==> src/rtl/comparator_serial_lsb_if.sv <==
// Handshake/operand bundle for the bit-serial comparator.
// master drives the request side, slave is the comparator.
interface comparator_serial_lsb_if #(
  parameter int WIDTH = 8
);
  logic             start;
  logic [WIDTH-1:0] a;
  logic [WIDTH-1:0] b;
  logic             busy;
  logic             done;
  logic             e;
  logic             g;
  logic             l;

  modport master (output start, a, b, input  busy, done, e, g, l);
  modport slave  (input  start, a, b, output busy, done, e, g, l);
endinterface

==> src/rtl/comparator_serial_lsb.sv <==
// Bit-serial unsigned magnitude comparator, LSB first: one bit per clock,
// and each more-significant bit overrides the verdict of the lower ones.
module comparator_serial_lsb #(
  parameter int WIDTH = 8
) (
  input  logic                  clk,
  input  logic                  rst,
  comparator_serial_lsb_if.slave io
);
  localparam int CW = (WIDTH > 2) ? $clog2(WIDTH) : 1;

  typedef enum logic {IDLE, SHIFT} state_t;

  state_t           state_q, state_d;
  logic [WIDTH-1:0] sa_q, sa_d, sb_q, sb_d;
  logic [CW-1:0]    cnt_q, cnt_d;
  logic             wg_q, wg_d, wl_q, wl_d;
  logic             done_q, done_d;
  logic             e_q, e_d, g_q, g_d, l_q, l_d;
  logic             wg_n, wl_n;

  always_comb begin
    state_d = state_q;
    sa_d    = sa_q;
    sb_d    = sb_q;
    cnt_d   = cnt_q;
    wg_d    = wg_q;
    wl_d    = wl_q;
    done_d  = 1'b0;
    e_d     = e_q;
    g_d     = g_q;
    l_d     = l_q;

    // Verdict after folding in the current bit pair; equal bits keep the old one.
    wg_n = wg_q;
    wl_n = wl_q;
    if (sa_q[0] && !sb_q[0]) begin
      wg_n = 1'b1;
      wl_n = 1'b0;
    end else if (!sa_q[0] && sb_q[0]) begin
      wg_n = 1'b0;
      wl_n = 1'b1;
    end

    case (state_q)
      IDLE: begin
        if (io.start) begin
          sa_d    = io.a;
          sb_d    = io.b;
          wg_d    = 1'b0;
          wl_d    = 1'b0;
          cnt_d   = '0;
          state_d = SHIFT;
        end
      end
      SHIFT: begin
        wg_d  = wg_n;
        wl_d  = wl_n;
        sa_d  = sa_q >> 1;
        sb_d  = sb_q >> 1;
        cnt_d = cnt_q + 1'b1;
        if (cnt_q == CW'(WIDTH - 1)) begin
          // Hold the counter on the last bit so it never wraps.
          cnt_d   = cnt_q;
          g_d     = wg_n;
          l_d     = wl_n;
          e_d     = ~(wg_n | wl_n);
          done_d  = 1'b1;
          state_d = IDLE;
        end
      end
      default: state_d = IDLE;
    endcase
  end

  always_ff @(posedge clk or posedge rst) begin
    if (rst) begin
      state_q <= IDLE;
      sa_q    <= '0;
      sb_q    <= '0;
      cnt_q   <= '0;
      wg_q    <= 1'b0;
      wl_q    <= 1'b0;
      done_q  <= 1'b0;
      e_q     <= 1'b0;
      g_q     <= 1'b0;
      l_q     <= 1'b0;
    end else begin
      state_q <= state_d;
      sa_q    <= sa_d;
      sb_q    <= sb_d;
      cnt_q   <= cnt_d;
      wg_q    <= wg_d;
      wl_q    <= wl_d;
      done_q  <= done_d;
      e_q     <= e_d;
      g_q     <= g_d;
      l_q     <= l_d;
    end
  end

  assign io.busy = (state_q == SHIFT);
  assign io.done = done_q;
  assign io.e    = e_q;
  assign io.g    = g_q;
  assign io.l    = l_q;
endmodule

==> src/flat_wrapper.sv <==
// flat-port wrapper written by rule: the top's interface ports become plain ports
module comparator_serial_lsb_flat 
#(
  parameter int WIDTH = 8
)
  (clk, rst, io_start, io_a, io_b, io_busy, io_done, io_e, io_g, io_l);
  comparator_serial_lsb_if #(.WIDTH(WIDTH)) io_i ();
  input  logic clk;
  input  logic rst;
  input wire logic [$bits(io_i.start)-1:0] io_start;
  input wire logic [$bits(io_i.a)-1:0] io_a;
  input wire logic [$bits(io_i.b)-1:0] io_b;
  output wire logic [$bits(io_i.busy)-1:0] io_busy;
  output wire logic [$bits(io_i.done)-1:0] io_done;
  output wire logic [$bits(io_i.e)-1:0] io_e;
  output wire logic [$bits(io_i.g)-1:0] io_g;
  output wire logic [$bits(io_i.l)-1:0] io_l;
  assign io_i.start = io_start;
  assign io_i.a = io_a;
  assign io_i.b = io_b;
  assign io_busy = io_i.busy;
  assign io_done = io_i.done;
  assign io_e = io_i.e;
  assign io_g = io_i.g;
  assign io_l = io_i.l;
  comparator_serial_lsb #(.WIDTH(WIDTH)) u_core (.clk(clk), .rst(rst), .io(io_i));
endmodule
==> config.mk <==
export PLATFORM = sky130hd
export DESIGN_NAME = comparator_serial_lsb_flat
export DESIGN_NICKNAME = d
export VERILOG_FILES = /design/src/rtl/comparator_serial_lsb_if.sv /design/src/rtl/comparator_serial_lsb.sv /design/src/flat_wrapper.sv
export SDC_FILE = /design/constraint.sdc
export NUM_CORES = 1
export LEC_CHECK = 0
export CAP_MARGIN = 20
export CORE_ASPECT_RATIO = 0.8
export CORE_UTILIZATION = 47
export CTS_BUF_LIST = sky130_fd_sc_hd__clkbuf_2
export CTS_CLUSTER_SIZE = 40
export DETAILED_ROUTE_END_ITERATION = 7
export GPL_ROUTABILITY_DRIVEN = 1
export PLACE_DENSITY_LB_ADDON = 0.05
export REMOVE_ABC_BUFFERS = 1
export SKIP_LAST_GASP = 1
export SYNTH_ARGS = -nofsm -noshare
export SYNTH_HDL_FRONTEND = slang
export SYNTH_SLANG_ARGS = --single-unit
export TNS_END_PERCENT = 10
==> constraint.sdc <==
create_clock -name clk -period 1.5 [get_ports clk]
set_clock_uncertainty 0.05 [all_clocks]
set_input_delay 0.3 -clock clk [delete_from_list [all_inputs] [get_ports clk]]
set_output_delay 0.3 -clock clk [all_outputs]
set_load 0.01 [all_outputs]
==> impl_metrics.ini, run 1 <==
[setup_path]
r2r-end = u_core.io.g
arrival_ns = 1.28
critPathKind = flop to output port
path_cells = clkdlybuf4s50_1
path_buf_inv = 1
reg2reg_from = u_core.cnt_q[0]
endpoint_kind = output port
path_delay_family = buffers and inverters
cp_slowest_cell = clkdlybuf4s50_1
rr_worst_depth = 5
slowest_delay_ns = 0.53
cp-start-kind = flop
path_max_fanout = 2
cp.required_ns = 1.15
reg2reg_setup_slack_ns = 0.02

[status]
violations = design-rule violations, negative setup slack
status = complete, but fails checks

[layout]
fillers = 207
final_area_um2 = 1500
multi_input_comb_area_um2 = 470
fin_util_pct = 66.1
drive_gt1_share_pct = 13.4
antennaDiodeCount = 0
areaGrowthSynthToFinish_pct = 27.1
num-nets-final = 156
seqCellArea_um2 = 651

[sta]
finalHoldViolCount = 0
relSlewSlack_pct = 78.3
drv_slew = 0
fin_crit_sh_pct = 108
tightest_slew_ns = 0.325
rsz0062_at_grt = true
setup_viol = 3
holdWs_ns = 0.209
worst_slack_ns = -0.126
finalCriticalPeriod_ns = 1.63
timing.fmax_ghz = 0.615

[floorplan]
coreArea_um2 = 2270
fp.dieH_um = 46.8
initial_utilization_pct = 52.0
rows = 15
die_width_um = 58.0
dieArea_um2 = 2720
io-pin-count = 24

[placed_design]
numPortBuffers = 23
hpwlAfterDp_mm = 1.47
dpl_cell_area_um2 = 1460
place_congestion = 0.729

[global_routing]
antenna_found_initial = 0
grt_pass1_wl_mm = 3.54
grt.overflow.total = 0
grt_usage_pct = 18.1
grt_max_degree = 31
grt_pass1_vias = 761

[detailed_routing]
first_pass_iters = 6
drtIter0Drc = 37
routedWlPerCell_um = 12.6
wl_mm = 2.12
vias = 825
ant_nets = 0
route.detailed.drc = 2
vias_per_cell = 4.91

[synth]
syn_area_um2 = 1180
synth.largest_area_cell = dfrtp_1
ys_types = 22
ys_ff_latch = 26
yosysSeqAreaShare_pct = 55.1
syn-mean-instance-area_um2 = 11.2
ys_top_cells_by_area = dfrtp_1, mux2i_1, o21ai_0
yosys_warnings = 0
syn-instance-count = 105
synth_top_area_share_pct = 55.1

[clocking]
clk_latency_ns = 0.35
ctsHoldBuffers = 0
cts_tree = yes
clockRootBuffer = clkbuf_2
cts_sinks = 26
cts-buffers-inserted = 3
cts.path.max_buffers = 2
path_clk_slew_ns = 0.23
htree_levels = 1

[power]
leakagePower_nw = 0.724
p_per_area_nw_per_um2 = 1610
ir_worst_vdd_mv = 0.918
finalPower_mw = 2.41

[job]
cap_violations = 0

[min_path]
holdCritPathClass = input port to asynchronous set/reset pin
worst min-delay path: cells and delay by family:
kind,cells,cell delay [ns]
buffers and inverters,3,0.75
through the flow:
step	TNS, ns	setup slack, ns	std cells
after floorplan	-0.168	-0.0933	99
after global placement	0	0.0310	161
after detailed placement	-0.00445	-0.00323	161
after CTS	-0.628	-0.167	167
after global routing	-0.903	-0.203	168
final	-0.353	-0.126	168
how the worst max path moves through the flow:
stage | start | endpoint | slack, ns | cells after the start
after floorplan | u_core.io.busy | u_core.io.l | -0.09 | 3
after global placement | io_start | u_core.sa_q[1] | 0.03 | 4
after detailed placement | io_start | u_core.sa_q[1] | -0.003 | 4
after CTS | u_core.io.g | io_g | -0.17 | 1
after global routing | u_core.io.e | io_e | -0.20 | 1
final | u_core.io.e | io_e | -0.13 | 1
placed cells by master, fill, tap and decap left out:
cell type / synthesis / layout
o21ai_0: 18 / 18
o41ai_1: 1 / 1
dlymetal6s2s_1: 0 / 1
a22o_1: 2 / 2
nand2_2: 1 / 1
inv_1: 3 / 3
buf_4: 1 / 7
dlygate4sd2_1: 0 / 1
mux2_2: 2 / 2
dfrtp_1: 26 / 26
nor2_1: 4 / 4
nand2b_1: 3 / 3
nand2_1: 15 / 15
clkinv_1: 0 / 1
a22o_2: 1 / 1
ha_1: 2 / 2
mux2i_1: 16 / 16
o21a_1: 1 / 1
inv_2: 1 / 1
clkbuf_2: 0 / 3
clkdlybuf4s50_1: 0 / 21
mux2_4: 1 / 1
maj3_2: 1 / 1
nor2b_1: 1 / 1
buf_12: 0 / 1
cell usage after synthesis:
library cell / count
nand2b_1: 3
clkbuf_1: 3
dfrtp_1: 26
mux2_4: 1
o41ai_1: 1
o21ai_0: 18
nand2_2: 1
nor2b_1: 1
a22o_2: 1
nand2_1: 15
a22o_1: 2
maj3_2: 1
buf_8: 1
inv_1: 3
buf_4: 1
ha_1: 2
inv_2: 1
buf_6: 1
nor2_1: 4
mux2i_1: 16
mux2_2: 2
o21a_1: 1
per-layer routing:
metal | global-route usage (%) | part of all wire (%) | vias to the layer above
met5 | 0 | 0 | -
met4 | 4.29 | 0.42 | 0
met3 | 6.06 | 6.2 | 2
met2 | 25.7 | 44 | 20
met1 | 27.0 | 49 | 385
li1 | - | - | 418
registers in the layout (all words and copies together) (netlist names):
register / count
u_core.io.busy: 1
u_core.io.e: 1
u_core.io.g: 1
u_core.cnt_q: 3
u_core.sb_q: 8
u_core.sa_q: 8
u_core.wl_q: 1
u_core.io.l: 1
u_core.io.done: 1
u_core.wg_q: 1
where the power goes:
| group | switching (mW) | internal (mW) |
|---|---|---|
| Sequential | 0.160 | 0.976 |
| Clock | 0.197 | 0.0579 |
| Combinational | 0.475 | 0.548 |
layout make-up:
cell class	count	area share [%]
Inverter	4	1.00
Clock inverter	1	0.250
Clock buffer	3	1.00
Timing Repair Buffer	31	20.3
Sequential cell	26	43.3
Multi-Input combinational cell	69	31.3
Tap cell	34	2.83
cell families (layout without fill, tap and decap cells):
family          Yosys count  after routing  synth area share (%)
fa+ha+maj                 3              3                  3.07
flops                    26             26                  55.1
mux                      19             19                  16.7
buf+inv                  10             39                  5.08
simple gates             24             24                  8.69
compound gates           23             23                  11.3
what timing repair did:
| item | in CTS | in global routing |
|---|---|---|
| endpoints found under the setup margin | 6 | 9 |
| resized for setup | 1 | 1 |
| buffers inserted | 2 | 1 |
Note: power is estimated with default switching activity, not from simulation.
==> inputs of run 2 (changes only) <==
--- a/config.mk
+++ b/config.mk
@@ -5,6 +5,7 @@
 export SDC_FILE = /design/constraint.sdc
 export NUM_CORES = 1
 export LEC_CHECK = 0
+export ABC_CLOCK_PERIOD_IN_PS = 1500
 export CAP_MARGIN = 20
 export CORE_ASPECT_RATIO = 0.8
 export CORE_UTILIZATION = 47
==> results of run 2 <==
The final DEF is identical to that of run 1; final timing and power are the same.
